File: src/rtl/time_setter.sv
// time_setter: button-driven HH:MM entry block.
//   Debounces three raw push-buttons and runs a digit-by-digit edit FSM.
//   On commit it presents binary hours/minutes together with a one-cycle
//   load strobe for the timekeeping counter.
//
// Ports:
//   clock, reset_n           system clock (rising edge), async active-low reset
//   btn_mode/next/up         raw asynchronous buttons (enter/abort, advance/commit, increment)
//   cur_ore, cur_minute      current time, sampled on entering edit
//   ore, minute              last committed time (registered)
//   time_load                one-cycle strobe, ore/minute valid in the same cycle
//   editing, cursor          edit status and selected digit (0=Ht 1=Hu 2=Mt 3=Mu)
//
// Optional build macro TIME_SETTER_AUTO_REPEAT_EN: auto-repeat on a held
// btn_up while editing, one extra increment every REPEAT_CYCLES cycles.
//
// state  | meaning
// IDLE   | waiting for a mode press; next/up ignored
// EDIT   | digit entry; cursor selects the digit under edit
// COMMIT | single cycle, new time presented with time_load high

module time_setter #(
    parameter int DEBOUNCE_CYCLES = 16,
    parameter int REPEAT_CYCLES   = 64
) (
    input  logic       clock,
    input  logic       reset_n,
    input  logic       btn_mode,
    input  logic       btn_next,
    input  logic       btn_up,
    input  logic [4:0] cur_ore,
    input  logic [5:0] cur_minute,
    output logic [4:0] ore,
    output logic [5:0] minute,
    output logic       time_load,
    output logic       editing,
    output logic [1:0] cursor
);

    localparam int DW = (DEBOUNCE_CYCLES > 2) ? $clog2(DEBOUNCE_CYCLES) : 1;

    typedef enum logic [1:0] {IDLE = 2'd0, EDIT = 2'd1, COMMIT = 2'd2} state_t;

    function automatic logic [3:0] mul10_4(input logic [3:0] x);
        return (x << 3) + (x << 1);
    endfunction

    function automatic logic [4:0] mul10_5(input logic [4:0] x);
        return (x << 3) + (x << 1);
    endfunction

    function automatic logic [5:0] mul10_6(input logic [5:0] x);
        return (x << 3) + (x << 1);
    endfunction

    // Button path: index 0=mode, 1=next, 2=up
    logic [2:0]    raw, sync_a, sync_b, level, level_d, press;
    logic [DW-1:0] db_cnt [3];

    assign raw = {btn_up, btn_next, btn_mode};

    always_ff @(posedge clock or negedge reset_n) begin
        if (!reset_n) begin
            sync_a  <= '0;
            sync_b  <= '0;
            level   <= '0;
            level_d <= '0;
            for (int i = 0; i < 3; i++) db_cnt[i] <= '0;
        end else begin
            sync_a  <= raw;
            sync_b  <= sync_a;
            level_d <= level;
            for (int i = 0; i < 3; i++) begin
                if (sync_b[i] == level[i]) begin
                    db_cnt[i] <= '0;
                end else if (db_cnt[i] == DW'(DEBOUNCE_CYCLES - 1)) begin
                    level[i]  <= ~level[i];
                    db_cnt[i] <= '0;
                end else begin
                    db_cnt[i] <= db_cnt[i] + 1'b1;
                end
            end
        end
    end

    assign press = level & ~level_d;

    state_t     state, state_nxt;
    logic [1:0] cursor_nxt;
    logic [1:0] ht, ht_n;
    logic [3:0] hu, hu_n;
    logic [2:0] mt, mt_n;
    logic [3:0] mu, mu_n;
    logic [4:0] ore_n;
    logic [5:0] minute_n;
    logic       mode_p, next_p, up_p;

    assign mode_p = press[0];
    assign next_p = press[1];

`ifdef TIME_SETTER_AUTO_REPEAT_EN
    localparam int RW = $clog2(REPEAT_CYCLES) + 1;
    logic [RW-1:0] rpt_cnt;
    logic          rpt_clr, rpt_fire;

    // The press cycle sees rpt_cnt==0, so the first repeat lands exactly
    // REPEAT_CYCLES later; restarting at 1 keeps the period constant.
    assign rpt_clr  = (state != EDIT) || (state_nxt != EDIT) || !level[2] ||
                      (cursor_nxt != cursor);
    assign rpt_fire = (state == EDIT) && level[2] && (rpt_cnt == RW'(REPEAT_CYCLES));

    always_ff @(posedge clock or negedge reset_n) begin
        if (!reset_n)      rpt_cnt <= '0;
        else if (rpt_clr)  rpt_cnt <= '0;
        else if (rpt_fire) rpt_cnt <= RW'(1);
        else               rpt_cnt <= rpt_cnt + 1'b1;
    end

    assign up_p = press[2] | rpt_fire;
`else
    assign up_p = press[2];
`endif

    // Digit split of the live time; out-of-range fields load as 00.
    // Units are taken mod 16, which is exact since the result is below 10.
    logic [4:0] h_src;
    logic [5:0] m_src;
    logic [1:0] h_tens;
    logic [2:0] m_tens;
    logic [3:0] h_units, m_units;

    assign h_src   = (cur_ore > 5'd23)    ? '0 : cur_ore;
    assign m_src   = (cur_minute > 6'd59) ? '0 : cur_minute;
    assign h_tens  = (h_src >= 5'd20) ? 2'd2 : (h_src >= 5'd10) ? 2'd1 : 2'd0;
    assign m_tens  = (m_src >= 6'd50) ? 3'd5 : (m_src >= 6'd40) ? 3'd4 :
                     (m_src >= 6'd30) ? 3'd3 : (m_src >= 6'd20) ? 3'd2 :
                     (m_src >= 6'd10) ? 3'd1 : 3'd0;
    assign h_units = h_src[3:0] - mul10_4({2'b00, h_tens});
    assign m_units = m_src[3:0] - mul10_4({1'b0, m_tens});

    always_comb begin
        state_nxt  = state;
        cursor_nxt = cursor;
        ht_n       = ht;
        hu_n       = hu;
        mt_n       = mt;
        mu_n       = mu;
        ore_n      = ore;
        minute_n   = minute;
        case (state)
            IDLE: begin
                if (mode_p) begin
                    state_nxt  = EDIT;
                    cursor_nxt = 2'd0;
                    ht_n       = h_tens;
                    hu_n       = h_units;
                    mt_n       = m_tens;
                    mu_n       = m_units;
                end
            end
            EDIT: begin
                if (mode_p) begin
                    state_nxt  = IDLE;
                    cursor_nxt = 2'd0;
                end else if (next_p) begin
                    if (cursor == 2'd3) begin
                        state_nxt  = COMMIT;
                        cursor_nxt = 2'd0;
                        ore_n      = mul10_5({3'b000, ht}) + {1'b0, hu};
                        minute_n   = mul10_6({3'b000, mt}) + {2'b00, mu};
                    end else begin
                        cursor_nxt = cursor + 2'd1;
                    end
                end else if (up_p) begin
                    case (cursor)
                        2'd0: begin
                            ht_n = (ht == 2'd2) ? 2'd0 : ht + 2'd1;
                            if (ht_n == 2'd2 && hu > 4'd3) hu_n = 4'd3;
                        end
                        2'd1: begin
                            if (ht == 2'd2) hu_n = (hu >= 4'd3) ? 4'd0 : hu + 4'd1;
                            else            hu_n = (hu == 4'd9) ? 4'd0 : hu + 4'd1;
                        end
                        2'd2:    mt_n = (mt == 3'd5) ? 3'd0 : mt + 3'd1;
                        default: mu_n = (mu == 4'd9) ? 4'd0 : mu + 4'd1;
                    endcase
                end
            end
            COMMIT: begin
                state_nxt  = IDLE;
                cursor_nxt = 2'd0;
            end
            default: begin
                state_nxt  = IDLE;
                cursor_nxt = 2'd0;
            end
        endcase
    end

    always_ff @(posedge clock or negedge reset_n) begin
        if (!reset_n) begin
            state     <= IDLE;
            cursor    <= '0;
            ht        <= '0;
            hu        <= '0;
            mt        <= '0;
            mu        <= '0;
            ore       <= '0;
            minute    <= '0;
            time_load <= 1'b0;
            editing   <= 1'b0;
        end else begin
            state     <= state_nxt;
            cursor    <= cursor_nxt;
            ht        <= ht_n;
            hu        <= hu_n;
            mt        <= mt_n;
            mu        <= mu_n;
            ore       <= ore_n;
            minute    <= minute_n;
            time_load <= (state_nxt == COMMIT);
            editing   <= (state_nxt == EDIT);
        end
    end

endmodule

File: config.mk
export PLATFORM = sky130hd
export DESIGN_NAME = time_setter
export DESIGN_NICKNAME = d
export VERILOG_FILES = /design/src/rtl/time_setter.sv
export SDC_FILE = /design/constraint.sdc
export NUM_CORES = 1
export LEC_CHECK = 0
export CAP_MARGIN = 10
export CELL_PAD_IN_SITES_DETAIL_PLACEMENT = 1
export CELL_PAD_IN_SITES_GLOBAL_PLACEMENT = 2
export CORE_ASPECT_RATIO = 0.7
export CORE_MARGIN = 4
export CORE_UTILIZATION = 39
export DETAILED_ROUTE_END_ITERATION = 12
export GPL_TIMING_DRIVEN = 0
export MAX_ROUTING_LAYER = met4
export PLACE_DENSITY = 0.83
export SYNTH_ARGS = -nofsm -noshare
export SYNTH_HDL_FRONTEND = slang
export SYNTH_SLANG_ARGS = --single-unit
File: constraint.sdc
create_clock -name clock -period 5.53 [get_ports clock]
set_clock_uncertainty 0.15 [all_clocks]
set_input_delay 1.3825 -clock clock [delete_from_list [all_inputs] [get_ports clock]]
set_output_delay 1.3825 -clock clock [all_outputs]
set_load 0.05 [all_outputs]
==> flow_metrics.py, run 1 <==
metrics = {
    "cells_and_area": {
        "final_common_cell": "dfrtp_1",
        "mostFrequentLayoutCells": "54 x dfrtp_1, 41 x nand2_1, 27 x clkdlybuf4s50_1",
        "nets": 388,
        "drive_gt1_share_pct": 7.47,
        "antennaDiodeCount": 0,
        "utilization_pct": 47.9,
        "stdcell_area_um2": 3550,
        "area_growth_pct": 17.1,
        "final-instance-count-excl-fill": 446,
    },
    "clocking": {
        "post_cts.repair.setup_buffers": 0,
        "cts-root-buf": "clkbuf_8",
        "holdBufCountCts": 0,
        "h-tree-depth": 2,
        "cts_resized": 0,
        "clockBufferDepth": 2,
        "cts.sinks": 54,
        "cts_tree": "yes",
        "clk_pin_slew_ns": 0.10,
        "cts_inserted_buffers": 5,
        "clock_latency_ns": 0.32,
    },
    "sta": {
        "worst_slew_pin_slew_ns": 0.581,
        "whs_ns": 0.207,
        "drv_slew": 0,
        "fin_tns_setup_ns": 0,
        "hold_viol": 0,
        "rsz0062_at_grt": "false",
        "finalSetupViolCount": 0,
        "layout_min_cycle_time_ns": 3.25,
        "final.period_utilization_pct": 58.8,
        "slew_headroom_pct": 61.3,
        "layout_setup_ws_ns": 2.28,
        "max_clock_freq_mhz": 307,
    },
    "yosys": {
        "synth_enable_flop_cells": 0,
        "synth.avg_cell_area_um2": 9.76,
        "yosysSeqAreaShare_pct": 44.5,
        "synth-xor-area-share_pct": 4.91,
        "synth-simple-area-share_pct": 18.9,
        "synth_top_area_share_pct": 44.5,
        "synth_ff_type": "dfrtp_1",
        "synthesis.nets": 352,
        "syn_inst": 311,
        "yosys_warnings": 0,
        "ys_types": 46,
        "synth_area_leaders": "dfrtp_1 45%, ha_1 9.1%, nand2_1 5.1%, o21ai_0 4.0%, a21oi_1 3.0%",
        "synth.mux.area_fraction_pct": 2.43,
        "synthArstFlopShare_pct": 100,
        "synth_top_family_by_area": "simple AND/OR/NAND/NOR gates",
        "synthesis.area_um2": 3040,
        "synth_compound_area_share_pct": 14.6,
        "yosysTopAreaCell": "dfrtp_1",
        "ys_ff_latch": 54,
        "synthAdderAreaFrac_pct": 11.0,
    },
    "floorplan": {
        "rows": 26,
        "initial_utilization_pct": 40.9,
        "io_pins": 31,
        "die_area_um2": 9280,
        "die_y_um": 81.8,
        "fp.dieW_um": 113,
        "core_area_um2": 7420,
    },
    "power": {
        "p_leak_nw": 1.58,
        "finalPower_mw": 0.744,
        "powerDensity_nw_per_um2": 209,
        "ir_drop_uv": 122,
    },
    "critical_path": {
        "cp-startpoint": "cur_minute[2]",
        "r2r-end": "minute[5]",
        "arrival_ns": 3.30,
        "reg2reg_depth": 6,
        "timing.rr.start": "mt[0]",
        "crit_top_cell": "o21ai_0",
        "cpMaxStageDelayCell": "or4_1",
        "crit_path_end": "mu[2]",
        "startpoint_type": "primary input",
        "end_kind": "flop",
        "max_stage_delay_ns": 0.46,
        "ff2ff_setup_slack_ns": 3.35,
        "crit_required_ns": 5.58,
        "crit_fanout": 10,
        "path_class": "in -> reg",
        "crit_chain": "clkdlybuf4s50_1, buf_2, or4_1, o21ai_0, nor3_1, ha_1, xnor2_1, o21ai_0, a2bb2oi_2",
    },
    "drt": {
        "first_iter_violations": 99,
        "antenna_left": 0,
        "dr.pass1.iters": 4,
        "vias_per_cell": 5.27,
        "wl_per_cell_um": 15.3,
        "drt_wl_total_um": 6840,
        "route.detailed.drc": 0,
        "num_vias": 2349,
    },
    "flow_run": {
        "max-cap-violations": 0,
    },
    "global_routing": {
        "grt_max_degree": 32,
        "antenna_found_initial": 0,
        "grt_usage_pct": 16.6,
        "grt_pass1_wl_um": 11900,
        "first_global_vias": 2470,
        "gr-total-overflow": 0,
    },
    "placed_design": {
        "gp_congestion": 0.794,
        "io_buffers": 28,
        "dp.cells": 438,
        "dp_hpwl_um": 5300,
        "dpl-instance-area_um2": 3450,
        "pre_cts_slack_ns": 1.93,
    },
    "hold_path": {
        "hp-class": "reg -> reg",
    },
    "outcome": {
        "status": "finished clean",
    },
}
==> report_power, final <==
part           switching, mW  internal (mW)  total (mW)
logic                 0.0471         0.0389      0.0860
clock network          0.140          0.103       0.243
registers             0.0106          0.404       0.415
==> Yosys cell counts, types with 2 or more instances <==
| library cell | instances |
|---|---|
| ha_1 | 22 |
| a22o_1 | 4 |
| nand2_1 | 41 |
| mux2i_1 | 4 |
| fa_1 | 3 |
| o21ai_1 | 3 |
| nor3b_1 | 4 |
| buf_2 | 4 |
| o22ai_1 | 3 |
| dfrtp_1 | 54 |
| a21o_1 | 2 |
| o21ai_0 | 24 |
| a21oi_2 | 3 |
| a21oi_1 | 18 |
| nor2_1 | 15 |
| xor2_1 | 7 |
| mux2_2 | 3 |
| nand2b_1 | 9 |
| nand3_1 | 13 |
| clkbuf_1 | 3 |
| nand4b_1 | 3 |
| nor4_1 | 2 |
| o211ai_1 | 2 |
| nor3_1 | 6 |
| nand4_1 | 2 |
| xnor2_1 | 10 |
| nor2b_1 | 9 |
| a31oi_1 | 2 |
| a211oi_1 | 2 |
| inv_1 | 18 |
==> cells by family (layout without fill, tap and decap cells) <==
kind of cell / Yosys count / in the layout
XOR/XNOR: 17 / 17
adder cells (fa/ha/maj): 25 / 25
buffers and inverters: 26 / 63
AO/OA/AOI/OAI: 70 / 70
AND/OR/NAND/NOR: 112 / 112
multiplexers: 7 / 7
flip-flops: 54 / 54
==> per-layer routing <==
| metal | track usage (%) | part of all wire, % |
|---|---|---|
| met5 | - | 0 |
| met4 | 4.92 | 1.1 |
| met3 | 3.09 | 4.1 |
| met2 | 26.2 | 45 |
| met1 | 22.1 | 50 |
==> cell type report <==
type	instances	area, um2
plain buffers	8	42.5
clock buffers	6	82.6
clock inverters	2	17.5
fillers	843	3860
inverters	18	67.6
multi-input cells	231	1570
flip-flops and latches	54	1350
well taps	98	123
repair buffers	29	295
==> critical path: cells and delay by family <==
kind                       cells  cell delay [ns]
xor gates and xnor gates       1             0.13
and+or+nand+nor                2             0.58
buffers and inverters          2             0.62
adders and majority gates      1             0.21
AOI/OAI and AO/OA              3             0.38
==> worst min-delay path by stage <==
stage	slack [ns]	from	end	cells after the start
after detailed placement	0.19	sync_a[0]	sync_b[0]	0
after CTS	0.21	sync_a[0]	sync_b[0]	0
final	0.21	sync_a[0]	sync_b[0]	0
after global routing	0.23	sync_a[1]	sync_b[1]	0
after global placement	0.18	sync_a[2]	sync_b[2]	0
after floorplan	0.18	sync_a[0]	sync_b[0]	0
==> flip-flops by register name, indices dropped and copies added (netlist names), 2 cells and up <==
signal and flops:
cursor 2, db_cnt 12, ht 2, hu 4, level 3, level_d 3, minute 6, mt 3
mu 4, ore 5, state 2, sync_a 3, sync_b 3
(Power assumes the default switching activity.)
==> run 2, diff against run 1 <==
--- a/config.mk
+++ b/config.mk
@@ -10,11 +10,11 @@
 export CELL_PAD_IN_SITES_GLOBAL_PLACEMENT = 2
 export CORE_ASPECT_RATIO = 0.7
 export CORE_MARGIN = 4
-export CORE_UTILIZATION = 39
+export CORE_UTILIZATION = 36
 export DETAILED_ROUTE_END_ITERATION = 12
 export GPL_TIMING_DRIVEN = 0
 export MAX_ROUTING_LAYER = met4
-export PLACE_DENSITY = 0.83
+export PLACE_DENSITY = 0.77
 export SYNTH_ARGS = -nofsm -noshare
 export SYNTH_HDL_FRONTEND = slang
 export SYNTH_SLANG_ARGS = --single-unit
==> constraint.sdc (replaced) <==
create_clock -name clock -period 3.4 [get_ports clock]
set_clock_uncertainty 0.15 [all_clocks]
set_input_delay 0.85 -clock clock [delete_from_list [all_inputs] [get_ports clock]]
set_output_delay 0.85 -clock clock [all_outputs]
set_load 0.05 [all_outputs]
==> run 2 against run 1 <==
Wire length decreased by 1.7%. Non-clock buffer count unchanged. Flip-flop and latch count did not move. Sequential share of layout area shrank 0.80 points. Hold slack gained 0.0012 ns. Setup slack worse by 1.6 ns. Combinational power increased by 62%. Clock power is 150% higher. Sequential power increased by 63%. Register-to-register slack worse by 2.1 ns. Via count shrank 1.0%.
==> flow_metrics.py, run 2 (synthesized netlist as in run 1, its figures left out) <==
metrics = {
    "drt": {
        "dr_wl_met3_um": 281,
        "wl_per_cell_um": 15.0,
        "vias_per_cell": 5.18,
        "route.detailed.drc": 0,
        "drt_wl_total_um": 6730,
        "dr_wl_met2_um": 2860,
        "dr.pass1.iters": 4,
        "met1_length_um": 3480,
        "antenna_left": 0,
        "routed.top_layer": "met4",
        "first_iter_violations": 94,
        "num_vias": 2325,
    },
    "cells_and_area": {
        "final_common_cell": "dfrtp_1",
        "antennaDiodeCount": 0,
        "area_growth_pct": 19.6,
        "drive_gt1_share_pct": 7.47,
        "largest_register": "db_cnt",
        "fillers": 929,
        "largest_reg_flops": 12,
        "stdcell_area_um2": 3630,
        "final-instance-count-excl-fill": 449,
        "register_area_um2": 1350,
        "biggestRegsByFlops": "db_cnt (12), minute (6), ore (5)",
        "mostFrequentLayoutCells": "54 x dfrtp_1, 41 x nand2_1, 27 x clkdlybuf4s50_1",
        "multi_input_area_um2": 1570,
        "nets": 388,
    },
    "placed_design": {
        "dp_hpwl_um": 5170,
        "io_buffers": 28,
        "dpl-instance-area_um2": 3460,
        "pre_cts_slack_ns": 0.324,
        "dp.cells": 441,
        "gp_congestion": 0.759,
    },
    "sta": {
        "layout_min_cycle_time_ns": 2.75,
        "layout_setup_ws_ns": 0.650,
        "finalSetupViolCount": 0,
        "final.period_utilization_pct": 80.9,
        "slew_headroom_pct": 62.9,
        "whs_ns": 0.208,
        "worst_slew_pin_slew_ns": 0.557,
        "drv_slew": 0,
        "max_clock_freq_mhz": 364,
        "hold_viol": 0,
        "rsz0062_at_grt": "false",
    },
    "clocking": {
        "cts.sinks": 54,
        "cts_inserted_buffers": 5,
        "cts-root-buf": "clkbuf_16",
        "holdBufCountCts": 0,
        "clk_pin_slew_ns": 0.07,
        "h-tree-depth": 2,
        "clock_latency_ns": 0.30,
        "cts_tree": "yes",
        "clockBufferDepth": 2,
        "post_cts.repair.setup_buffers": 0,
        "cts_resized": 0,
    },
    "flow_run": {
        "max-cap-violations": 0,
    },
    "critical_path": {
        "crit_fanout": 4,
        "ff2ff_setup_slack_ns": 1.23,
        "arrival_ns": 2.83,
        "end_kind": "flop",
        "timing.rr.start": "mt[0]",
        "reg2reg_depth": 6,
        "path_class": "in -> reg",
        "crit_required_ns": 3.48,
        "startpoint_type": "primary input",
        "r2r-end": "minute[5]",
    },
    "global_routing": {
        "first_global_vias": 2399,
        "antenna_found_initial": 0,
        "gr-total-overflow": 0,
        "grt_max_degree": 40,
        "grt_pass1_wl_um": 11800,
        "grt_usage_pct": 14.8,
    },
    "floorplan": {
        "fp.dieW_um": 118,
        "die_y_um": 84.8,
        "die_area_um2": 9990,
        "core_area_um2": 8040,
        "io_pins": 31,
        "rows": 27,
        "initial_utilization_pct": 37.8,
    },
    "power": {
        "p_seq_share_pct": 47.6,
        "ir_drop_uv": 212,
        "p_leak_nw": 1.62,
        "finalPower_mw": 1.42,
        "p_int_mw": 1.07,
        "powerDensity_nw_per_um2": 391,
        "p_sw_share_pct": 24.2,
        "p_comb_share_pct": 9.8,
        "switchingPower_mw": 0.344,
        "clkPwrFrac_pct": 42.6,
    },
    "hold_path": {
        "hp-class": "reg -> reg",
        "hold_start": "sync_a[0]",
        "min_to": "sync_b[0]",
        "holdPathStages": 0,
    },
    "outcome": {
        "status": "finished clean",
    },
}
[run 2: cell types whose count changed in the layout (fill, tap and decap cells not counted)]
cell / change
bufinv_16: +1
clkbuf_16: +5
clkbuf_8: -6
clkinv_4: -2
inv_6: +2
[run 2: final cells by class]
cell class,count,area share [%]
Sequential cell,54,37.2
Tap cell,101,3.48
Clock buffer,5,3.45
Inverter,18,1.86
Timing Repair Buffer,29,8.14
Multi-Input combinational cell,231,43.4
Clock inverter,3,1.31
Buffer,8,1.17
[run 2: routing by layer]
metal  global-route usage, %  up-vias
met2                    21.2       29
met4                    4.79        0
li1                        -     1146
met3                    4.20        8
met5                       -        -
met1                    20.2     1142
[run 2: worst max-delay path, stage by stage]
cell and delay, ns:
clkdlybuf4s50_1 0.51, nor2b_1 0.22, and2_1 0.21, ha_1 0.29
nand2b_1 0.09, a21oi_1 0.06, o21ai_0 0.19, xor2_1 0.17
nand2_1 0.07, a31oi_1 0.18
[run 2: worst max path at each step]
| stage | from | end | slack (ns) | cells past startpoint |
|---|---|---|---|---|
| floorplan | cur_minute[4] | mu[2] | 0.93 | 8 |
| global placement | reset_n | db_cnt[8] | -0.38 | 1 |
| detailed placement | cur_ore[4] | hu[3] | 0.32 | 10 |
| CTS | cur_ore[4] | hu[3] | 0.65 | 10 |
| global route | cur_ore[4] | hu[3] | 0.47 | 10 |
| finish | cur_ore[4] | hu[3] | 0.65 | 10 |
[run 2: power by group through the flow]
stage          Sequential [mW]  Combinational [mW]  Clock, mW
2_1_floorplan            0.684              0.0857          0
3_3_place_gp             0.686               0.136          0
3_5_place_dp             0.687               0.141          0
4_1_cts                  0.674               0.142      0.626
5_1_grt                  0.677               0.161      0.651
6_report                 0.675               0.139      0.604
[run 2: metrics by stage]
step	utilization, %	setup TNS [ns]
floorplan	-	0
CTS	45.1	0
global route	45.1	0
detailed placement	43.0	0
global placement	42.8	-20.40
finish	45.1	0
==> run 3, diff against run 2 <==
==> constraint.sdc (replaced) <==
create_clock -name clock -period 2.8 [get_ports clock]
set_clock_uncertainty 0.15 [all_clocks]
set_input_delay 0.7 -clock clock [delete_from_list [all_inputs] [get_ports clock]]
set_output_delay 0.7 -clock clock [all_outputs]
set_load 0.05 [all_outputs]
==> results of run 3 <==
Same layout as run 2 (identical final DEF). Status: finished clean.
Main changes from that run: setup slack after placement 0.324 ns -> -0.126 ns; setup slack after layout 0.650 ns -> 0.200 ns; hold slack 0.208 ns -> 0.159 ns; register-to-register setup slack 1.23 ns -> 0.63 ns; total power 1.42 mW -> 1.72 mW; worst IR drop on VDD 212 uV -> 258 uV
==> variant: new RTL, flow settings as in run 3 <==
Put one more register stage on the output `ore`, with the module's reset. The value now appears one clock later. The other outputs are not delayed to match. Comments in the files are not updated.
--- a/src/rtl/time_setter.sv
+++ b/src/rtl/time_setter.sv
@@ -41,6 +41,8 @@
 
     typedef enum logic [1:0] {IDLE = 2'd0, EDIT = 2'd1, COMMIT = 2'd2} state_t;
 
+    logic [4:0] ore_s0;
+
     function automatic logic [3:0] mul10_4(input logic [3:0] x);
         return (x << 3) + (x << 1);
     endfunction
@@ -145,7 +147,7 @@
         hu_n       = hu;
         mt_n       = mt;
         mu_n       = mu;
-        ore_n      = ore;
+        ore_n      = ore_s0;
         minute_n   = minute;
         case (state)
             IDLE: begin
@@ -205,7 +207,7 @@
             hu        <= '0;
             mt        <= '0;
             mu        <= '0;
-            ore       <= '0;
+            ore_s0    <= '0;
             minute    <= '0;
             time_load <= 1'b0;
             editing   <= 1'b0;
@@ -216,12 +218,20 @@
             hu        <= hu_n;
             mt        <= mt_n;
             mu        <= mu_n;
-            ore       <= ore_n;
+            ore_s0    <= ore_n;
             minute    <= minute_n;
             time_load <= (state_nxt == COMMIT);
             editing   <= (state_nxt == EDIT);
         end
     end
 
+    always_ff @(posedge clock or negedge reset_n) begin
+        if (!reset_n) begin
+            ore <= '0;
+        end else begin
+            ore <= ore_s0;
+        end
+    end
+
 endmodule
 
Behaviour: same outputs for any inputs over 10 cycles, from zero or initial values and one cycle with reset_n low; that may be too few to reach the edited logic, so the function may still have changed.
==> variant against run 3 <==
- sequential cell count increased by 5
- total power rose by 26%
- design area increased by 10%
- synthesized cell count is 1.6% higher
- fmax fell by 4.6%
- synthesized area up 6.6%
- setup slack got worse by 0.13 ns
- critical endpoint unchanged
- largest cell class unchanged
- wire length is 13% higher
==> variant: results (changes against run 3) <==
crit-path leading delay family=buffers and inverters; total global-route track usage=0.163 (+0.0152); Synth area leaders=dfrtp_1 46%, ha_1 8.5%, nand2_1 5.3%; asr flop ratio synth=1.00 (unchanged); Peak VDD IR=0.000472 V (+83%); mux cell area share after synthesis=0.0305 (+0.00623); DR iter-0 viols=132 (+40%); CP max-delay cell=clkdlybuf4s50_1; biggest regs=db_cnt (12), minute (6); HP Class=flop to flop; Stages on worst setup path=8 (-2); Worst-Margin Slew=0.553 ns (-0.00392 ns); met2 Use GR=0.228 (+0.0159); ANT cells=0 (unchanged); max incr delay on CP=0.61 ns (+0.10 ns); synth warn=0 (unchanged); reg2reg start=state[0]$_DFF_PN0_; 1st-pass router iterations=4 (unchanged); Max H-tree Level=3 (+1); met3 global-route usage=0.0422 (+0.000236); Clock Latency Late Sink=0.33 ns (+0.03 ns); Worst Hold Depth=0; Detailed Route WL=7.63 mm (+13%); Post-Syn Nets=357 (+1.4%); Top FF cell, synth=dfrtp_1; Hold Crit Start=sync_a[0]$_DFF_PN0_; IO Port Bufs=27 (-3.6%); hpwl dp=5.69 mm (+10%); Leak Pwr=0.00185 uW (+14%); launch point of the worst path=cur_ore[4]; vias in the first global route=2588 (+7.9%); Placement Setup Slack=-0.615 ns (-0.488 ns); CTS Buf Count=9 (+4); top cells by count, synth=59 x dfrtp_1, 46 x nand2_1, 22 x ha_1; sequential area share after synthesis=0.456 (+0.0111); largest net degree at the start of global routing=40 (unchanged); R2R depth=6 (unchanged); first-pass GRT wire length=13.0 mm (+11%); xor and xnor area share after synthesis=0.0422 (-0.00690); CTS Root Cell=clkbuf_16; Worst Path Arrival=2.79 ns (+0.11 ns); Yosys cell types=58 (+26%); nets@finish=397 (+2.3%); clock slew at reported path FFs=0.05 ns (-0.02 ns); RePlAce Congestion=0.810 (+6.7%); status=finished, final reports clean; met1 usage=0.228 (+0.0260); layout cell share with drive strength beyond 1=0.108 (+0.0333); initial antenna violation count=0 (unchanged); worst-path fanout max=5 (+1); post-synthesis compound-gate area fraction=0.148 (+0.00257); via count=2451 (+5.4%); area share of fa/ha/maj cells after synthesis=0.104 (-0.00683); Max Root-Sink Buffers=2 (unchanged)
-- variant: path summary, 6_finish.rpt --
kind / endpoint / slack [ns]
max in group asynchronous: sync_a[1]$_DFF_PN0_ / 1.70
worst min-delay path: sync_b[0]$_DFF_PN0_ / 0.20
min in group asynchronous: mu[2]$_DFFE_PN0P_ / 0.21
worst max register to register: hu[1]$_DFFE_PN0P_ / 0.42
worst max-delay path: hu[3]$_DFFE_PN0P_ / 0.07
worst min register to register: sync_b[0]$_DFF_PN0_ / 0.20
-- variant: cell type report --
cell class,instances,area [um2]
repair buffers,29,293
plain buffers,10,65.1
fillers,978,4610
well taps,120,150
inverters,20,75.1
multi-input cells,227,1650
clock inverters,4,50.0
flip-flops and latches,59,1480
clock buffers,12,246
-- variant: metal layers --
layer	routed length [um]	up-vias
met3	227	11
met2	3210	28
met4	104	0
met5	0	-
li1	-	1188
met1	4090	1224
-- variant: report_power, final --
part           internal, uW  switching (uW)  total (uW)
logic                  83.9            94.1         178
registers               873            19.7         893
clock network           711             383        1090
-- variant: per-stage QoR --
stage,instances,util,hold slack (ns),instance area (um2)
3_3_place_gp,463,0.424,0.186,3660
4_1_cts,481,0.465,0.205,4000
3_5_place_dp,464,0.426,0.192,3670
5_1_grt,481,0.465,0.214,4010
6_report,481,0.465,0.201,4010
2_1_floorplan,316,-,0.181,3240
-- variant: kinds of logic after synthesis --
kind of cell | count (synthesis)
simple gates | 110
compound gates | 69
flops | 59
buf+inv | 30
fa+ha+maj | 25
xor+xnor | 14
mux | 9
-- variant: what timing repair did --
item                                    in CTS  in global routing
setup buffers                                1                  0
pin swaps                                    1                  1
gates cloned                                 0                  0
hold buffers                                 0                  0
endpoints found under the setup margin       2                  1
resized for setup                            7                  2
